`config.mk`:
```
export PLATFORM = sky130hd
export DESIGN_NAME = ptw_axi_read_arbiter
export DESIGN_NICKNAME = d
export VERILOG_FILES = /design/src/rtl/ptw_axi_read_arbiter.sv
export SDC_FILE = /design/constraint.sdc
export NUM_CORES = 1
export LEC_CHECK = 0
export BUFFER_PORTS_ARGS = -buffer_cell sky130_fd_sc_hd__buf_2
export CORE_MARGIN = 4
export CORE_UTILIZATION = 41
export CTS_CLUSTER_SIZE = 20
export DETAILED_ROUTE_END_ITERATION = 8
export GPL_ROUTABILITY_DRIVEN = 0
export PLACE_DENSITY = 0.67
export SLEW_MARGIN = 10
export SYNTH_ARGS = -nofsm -noshare
export SYNTH_HDL_FRONTEND = slang
export SYNTH_SLANG_ARGS = --single-unit
```
`constraint.sdc`:
```
create_clock -name CLK -period 15.8 [get_ports CLK]
set_input_delay 3.16 -clock CLK [delete_from_list [all_inputs] [get_ports CLK]]
set_output_delay 3.16 -clock CLK [all_outputs]
set_load 0.02 [all_outputs]
```
`src/rtl/ptw_axi_read_arbiter.sv`:
```
// ptw_axi_read_arbiter: round-robin ITLB/DTLB page-table-walk reads onto one single-beat AXI4 read port
module ptw_axi_read_arbiter #(
  parameter int ADDR_WIDTH     = 64,
  parameter int DATA_WIDTH     = 64,
  parameter int ID_WIDTH       = 4,
  parameter int I_ID           = 0,
  parameter int D_ID           = 1,
  parameter int TIMEOUT_CYCLES = 1024
) (
  input  logic                  CLK,
  input  logic                  RST,
  input  logic                  I_ADDR_VALID,
  input  logic [ADDR_WIDTH-1:0] I_ADDR,
  output logic                  I_DATA_VALID,
  output logic [DATA_WIDTH-1:0] I_DATA,
  output logic                  I_ACCESS_FAULT,
  input  logic                  D_ADDR_VALID,
  input  logic [ADDR_WIDTH-1:0] D_ADDR,
  output logic                  D_DATA_VALID,
  output logic [DATA_WIDTH-1:0] D_DATA,
  output logic                  D_ACCESS_FAULT,
  output logic                  M_ARVALID,
  input  logic                  M_ARREADY,
  output logic [ADDR_WIDTH-1:0] M_ARADDR,
  output logic [ID_WIDTH-1:0]   M_ARID,
  output logic [7:0]            M_ARLEN,
  output logic [2:0]            M_ARSIZE,
  output logic [1:0]            M_ARBURST,
  input  logic                  M_RVALID,
  output logic                  M_RREADY,
  input  logic [DATA_WIDTH-1:0] M_RDATA,
  input  logic [1:0]            M_RRESP,
  input  logic [ID_WIDTH-1:0]   M_RID,
  output logic                  BUSY
);
  localparam int CW = TIMEOUT_CYCLES > 1 ? $clog2(TIMEOUT_CYCLES) : 1;
  localparam logic [CW-1:0] TO_LAST = CW'(TIMEOUT_CYCLES > 0 ? TIMEOUT_CYCLES - 1 : 0);
  localparam bit TO_EN = TIMEOUT_CYCLES > 0;
  typedef enum logic [1:0] {IDLE, AR, R_WAIT, DRAIN} state_t;
  state_t state, state_nx;
  logic i_pend, d_pend, rr_d, gnt_d, contend, grant, rsp, tmo, pick_d, done;
  logic [ADDR_WIDTH-1:0] i_addr_q, d_addr_q, gaddr;
  logic [CW-1:0] cnt;
  assign pick_d = d_pend & (~i_pend | rr_d);
  assign gaddr = pick_d ? d_addr_q : i_addr_q;
  assign done = rsp | tmo;
  assign M_ARLEN = 8'd0;
  assign M_ARSIZE = 3'd3;
  assign M_ARBURST = 2'd1;
  assign BUSY = (state != IDLE) | i_pend | d_pend;
  // state register
  always_ff @(posedge CLK or posedge RST)
    if (RST) state <= IDLE;
    else state <= state_nx;
  // next state and AXI handshake outputs
  always_comb begin
    state_nx = state;
    M_ARVALID = 1'b0;
    M_RREADY = 1'b0;
    grant = 1'b0;
    rsp = 1'b0;
    tmo = 1'b0;
    case (state)
      IDLE: begin
        grant = i_pend | d_pend;
        state_nx = grant ? AR : IDLE;
      end
      AR: begin
        M_ARVALID = 1'b1;
        state_nx = M_ARREADY ? R_WAIT : AR;
      end
      R_WAIT: begin
        M_RREADY = 1'b1;
        rsp = M_RVALID;
        tmo = TO_EN && !M_RVALID && cnt == TO_LAST;
        state_nx = rsp ? IDLE : tmo ? DRAIN : R_WAIT;
      end
      default: begin
        M_RREADY = 1'b1;
        state_nx = M_RVALID ? IDLE : DRAIN;
      end
    endcase
  end
  // client capture (a new pulse wins over the grant clear), grant payload, timeout count
  always_ff @(posedge CLK or posedge RST)
    if (RST) begin
      i_pend <= 1'b0;
      d_pend <= 1'b0;
      i_addr_q <= '0;
      d_addr_q <= '0;
      M_ARADDR <= '0;
      M_ARID <= '0;
      gnt_d <= 1'b0;
      contend <= 1'b0;
      cnt <= '0;
    end else begin
      i_pend <= I_ADDR_VALID | (i_pend & ~(grant & ~pick_d));
      d_pend <= D_ADDR_VALID | (d_pend & ~(grant & pick_d));
      if (I_ADDR_VALID) i_addr_q <= I_ADDR;
      if (D_ADDR_VALID) d_addr_q <= D_ADDR;
      if (grant) begin
        M_ARADDR <= {gaddr[ADDR_WIDTH-1:3], 3'b0};
        M_ARID <= pick_d ? ID_WIDTH'(D_ID) : ID_WIDTH'(I_ID);
        gnt_d <= pick_d;
        contend <= i_pend & d_pend;
      end
      cnt <= state == R_WAIT ? cnt + 1'b1 : '0;
    end
  // response pulse to the granted walker; rr pointer moves only after a contested grant
  always_ff @(posedge CLK or posedge RST)
    if (RST) begin
      I_DATA_VALID <= 1'b0;
      D_DATA_VALID <= 1'b0;
      I_DATA <= '0;
      D_DATA <= '0;
      I_ACCESS_FAULT <= 1'b0;
      D_ACCESS_FAULT <= 1'b0;
      rr_d <= 1'b0;
    end else begin
      I_DATA_VALID <= done & ~gnt_d;
      D_DATA_VALID <= done & gnt_d;
      if (done & ~gnt_d) begin
        I_DATA <= rsp ? M_RDATA : '0;
        I_ACCESS_FAULT <= tmo | (|M_RRESP) | (M_RID != M_ARID);
      end
      if (done & gnt_d) begin
        D_DATA <= rsp ? M_RDATA : '0;
        D_ACCESS_FAULT <= tmo | (|M_RRESP) | (M_RID != M_ARID);
      end
      if (done & contend) rr_d <= ~gnt_d;
    end
endmodule

```
## After elaboration in Yosys (flattened, before gate mapping)

Index checks and enable logic that the tools add are counted.

| cells by class | value |
|---|---|
| equality and inequality tests | 4 |
| $add $sub $neg | 1 |
| multiply operators | 0 |
| mux-type cells | 15 |
| bitwise gates (word level) | 23 |
| magnitude comparators | 0 |
| divide/modulo/power cells | 0 |
| shifts and indexed selects | 0 |
| reduce and logical (&&, ||, !) cells | 6 |

Operators with widths:

| kind | count |
|---|---|
| 64-bit 2-to-1 mux | 2 |
| 10-bit by 1-bit adder with 10-bit output (second input constant) | 1 |
| 10-bit equality test (second input constant) | 1 |
| 10-bit 2-to-1 mux | 1 |
| 1-bit AND | 9 |
| 1-bit bitwise OR | 9 |
| 1-bit 2-to-1 mux | 8 |
| 2-bit 2-to-1 mux | 3 |
| 2-bit one-hot mux with 3 select lines | 1 |
| 1-bit inverter | 5 |
| 4-bit != test | 1 |
| 2-bit OR reduction | 2 |
| 2-bit by 1-bit equality test with 1-bit output (second input constant) | 1 |
| 2-bit equality test (second input constant) | 1 |
| 2-bit logical NOT | 1 |
| 2-bit nonzero test | 1 |
| 1-bit logical AND | 1 |
| 1-bit logical NOT | 1 |

| storage, ports and cells | value |
|---|---|
| bits in latches | 0 |
| memories | 0 |
| input port bits | 204 |
| bits in writable memories | 0 |
| output and inout bits | 216 |
| memory bits (read-only) | 0 |
| logic and storage cells | 66 |
| register bits | 342 |

## Longest topological paths before layout

| depth | value |
|---|---|
| depth in word-level cells | 8 |
| depth in mapped cells | 8 |
| depth with buffers taken out | 6 |

## Worst setup path before layout

OpenSTA, ideal clock, no wires.

| timing | value |
|---|---|
| path kind | input -> register |
| start | input I_ADDR_VALID |
| end | register i_addr_q[12] |
| setup slack | 11.577 ns |
| setup time | 0.125 ns |
| stages | 3 |
| path buffers | 2 |
| data required time | 15.675 ns |
| data arrival time | 4.098 ns |
| cell sequence | clkbuf_1 > buf_1 > mux2_2 |

RTL lines:

| element | line | text |
|---|---|---|
| from (decl) | 12 | `input logic I_ADDR_VALID,` |
| to (signal assigned) | 89 | `i_addr_q <= '0;` |
| to (signal assigned) | 99 | `if (I_ADDR_VALID) i_addr_q <= I_ADDR;` |
| to (decl) | 42 | `logic [ADDR_WIDTH-1:0] i_addr_q, d_addr_q, gaddr;` |

No word-level cell between the ends.

==> results.toml <==
[hold_path]
min_from = "d_addr_q[20]$_DFFE_PP0P_"
min_delay_path_depth = 2
min_to = "M_ARADDR[20]$_DFFE_PP0P_"
hold_path_class = "flip-flop to flip-flop"

[cts]
numCtsBuffers = 36
holdBufCountCts = 0
clkTransAtPathRegs_ns = 0.06
htreeDepth = 2
clock_sinks = 332
cts-resized-gates = 0
clkLatencyLatePin_ns = 0.50
clockBufferDepth = 3
cts_tree = "built"
clockRootBuffer = "clkbuf_16"
cts_setup_buffers = 0

[yosys]
synthesis.instances = 865
synthDistinctLibCells = 44
synth_seq_area_share_pct = 65.5
synth_top_area_share_pct = 65.5
synth.most_common_cell = "dfrtp_1"
synthTopCellsByArea = "dfrtp_1 (66%), mux2_2 (11%), a22o_1 (8.7%)"
synth_common_cells = "dfrtp_1 (332), a22o_1 (126), mux2_2 (122), inv_1 (66), a222oi_1 (61)"
synth_area_um2 = 12700
synth-seq-cells = 332
synth_ff_type = "dfrtp_1"
synth-edff-count = 0
avgSynthCellArea_um2 = 14.7
async_reset_ff_share_pct = 100
yosysTopAreaCell = "dfrtp_1"
synth_warnings = 0

[floorplanning]
start_util_pct = 41.6
core-area_um2 = 30500
die_h_um = 184
die_area_um2 = 33800
ioPinCount = 420
chipWidth_um = 184
rows = 64

[routing]
vias_per_cell = 5.30
drtAntennaViolNets = 0
drc = 0
drt_iter0_drc = 723
post_drt_wl_per_cell_um = 20.9
vias = 8869
drt-pass1-iter-count = 9
wl_um = 35000

[sta]
period_share_pct = 32.3
min_period_ns = 5.11
setup_violations = 0
hold_viol = 0
slew_headroom_pct = 30.4
finClkSkew_ns = 0.0127
tns_ns = 0
fmax_mhz = 196
grt_setup_unrepaired = "no"
worst_slew_pin_slew_ns = 1.04
finalMaxSlewViolations = 0

[placement]
place_area_um2 = 14800
dp_hpwl_um = 23400
io_buffers = 394

[worst_setup_path]
r2r_start = "state[1]$_DFF_PP0_"
cp_data_required_time_ns = 16.33
r2r_slack_ns = 13.42
cp_cell_sequence = "buf_2 -> inv_8 -> buf_4 -> buf_4"
crit_arrival_ns = 5.64
cp_max_fo = 154
crit_path_end_kind = "asynchronous set/reset pin"
start_kind = "input port"
critical_path_class = "input port to asynchronous set/reset pin"
slowest_stage = "buf_4"
reg2regPathDepth = 5
crit_path_frequent_cell = "buf_4"
r2r_end = "M_ARADDR[50]$_DFFE_PP0P_"
slowest_delay_ns = 0.76

[finish]
post-route-util_pct = 52.3
nets = 1448
drive_gt1_share_pct = 46.7
syn_to_final_growth_pct = 25.9
design_area_um2 = 16000

[grt]
grt_antenna_before_repair = 10
first_global_vias = 9331
overflow = 0
grt_pass1_wl_um = 53700
gr-usage-all-layers_pct = 19.8
grt_max_degree = 155

[power]
powerDensity_nw_per_um2 = 204
ir_drop_mv = 0.0913
p_leak_nw = 8.05

[run]
drv_cap = 0

[outcome]
status = "completed"
-- worst max path at each step --
stage / start / end / slack [ns] / cells after the start
3_5_place_dp: RST / M_ARADDR[61]$_DFFE_PP0P_ / 10.04 / 4
2_1_floorplan: RST / D_ACCESS_FAULT$_DFFE_PP0P_ / 3.44 / 1
6_report: RST / i_addr_q[57]$_DFFE_PP0P_ / 10.69 / 4
4_1_cts: RST / M_ARADDR[51]$_DFFE_PP0P_ / 10.58 / 4
3_3_place_gp: RST / M_ARADDR[61]$_DFFE_PP0P_ / 10.04 / 4
5_1_grt: RST / M_ARADDR[51]$_DFFE_PP0P_ / 10.24 / 4
-- layout by cell type (no fill, tap or decap), types with 2 or more instances in the layout --
cell,synthesis,layout
nand2_1,10,9
nor2_1,13,13
inv_6,0,2
inv_1,66,65
mux2_2,122,122
bufinv_16,0,2
diode_2,0,7
xor2_1,4,4
clkbuf_16,0,37
buf_2,27,394
buf_4,29,12
a222oi_1,61,61
o21bai_1,2,2
a31oi_1,2,2
o2bb2ai_1,2,2
clkbuf_1,14,13
xnor2_1,3,3
conb_1,2,19
nand3_1,6,6
nor3_1,2,2
dfrtp_1,332,332
a22o_1,126,126
and4_4,2,2
o21ai_0,2,2
nor2_4,2,2
clkbuf_8,0,7
a21oi_1,3,3
clkinv_2,0,2
-- sequential cells by signal (all words and copies together) (netlist names) --
name            flops
i_addr_q           61
D_ACCESS_FAULT      1
gnt_d               1
d_pend              1
state               2
contend             1
rr_d                1
D_DATA_VALID        1
I_DATA_VALID        1
d_addr_q           61
i_pend              1
I_ACCESS_FAULT      1
cnt                10
M_ARADDR           61
I_DATA             64
D_DATA             64
-- report_power, final --
| part | switching (mW) | leakage (nW) | total, mW | internal, mW |
|---|---|---|---|---|
| sequential | 0.163 | 4.06 | 1.29 | 1.13 |
| combinational | 0.698 | 3.42 | 1.14 | 0.443 |
| clock | 0.328 | 0.571 | 0.827 | 0.499 |
-- per-layer routing --
metal  track usage (%)  up-vias  wire [µm]
met5                 0        -         41
met4              5.24        6        748
met3              7.34       58       3750
met2              32.3      385      16600
met1              25.2     4471      13800
li1                  -     3949          -
-- worst max-delay path, delay by kind of cell --
kind / cells / cell delay [ns]
buffers and inverters: 4 / 2.33
-- per-stage QoR --
| stage | total power, mW | std cells | worst slack (ns) | hold WS (ns) |
|---|---|---|---|---|
| 6_report | 3.26 | 1672 | 10.69 | 0.474 |
| 5_1_grt | 3.44 | 1669 | 10.24 | 0.502 |
| 4_1_cts | 3.29 | 1665 | 10.58 | 0.468 |
| 3_5_place_dp | 2.44 | 1601 | 10.04 | 0.470 |
| 3_3_place_gp | 2.41 | 1601 | 10.04 | 0.457 |
| 2_1_floorplan | 2.03 | 882 | 3.44 | 0.450 |
-- cell families after synthesis --
family                     share of synthesized area [%]
buffers and inverters                               6.22
adders and majority gates                         0.0987
xor gates and xnor gates                           0.484
AOI/OAI and AO/OA                                   14.9
DFF                                                 65.5
muxes                                               10.9
and+or+nand+nor                                     1.80
other                                             0.0592
-- final cells by class --
type                            count  area [µm²]
Antenna cell                        7        17.5
Fill cell                        2627       14500
Tap cell                          396         495
Clock buffer                       57        1070
Inverter                           67         259
Multi-Input combinational cell    400        3660
Sequential cell                   332        8310
Timing Repair Buffer              406        2060
Clock inverter                      7        96.3
Note: power is estimated with default switching activity, not from simulation.
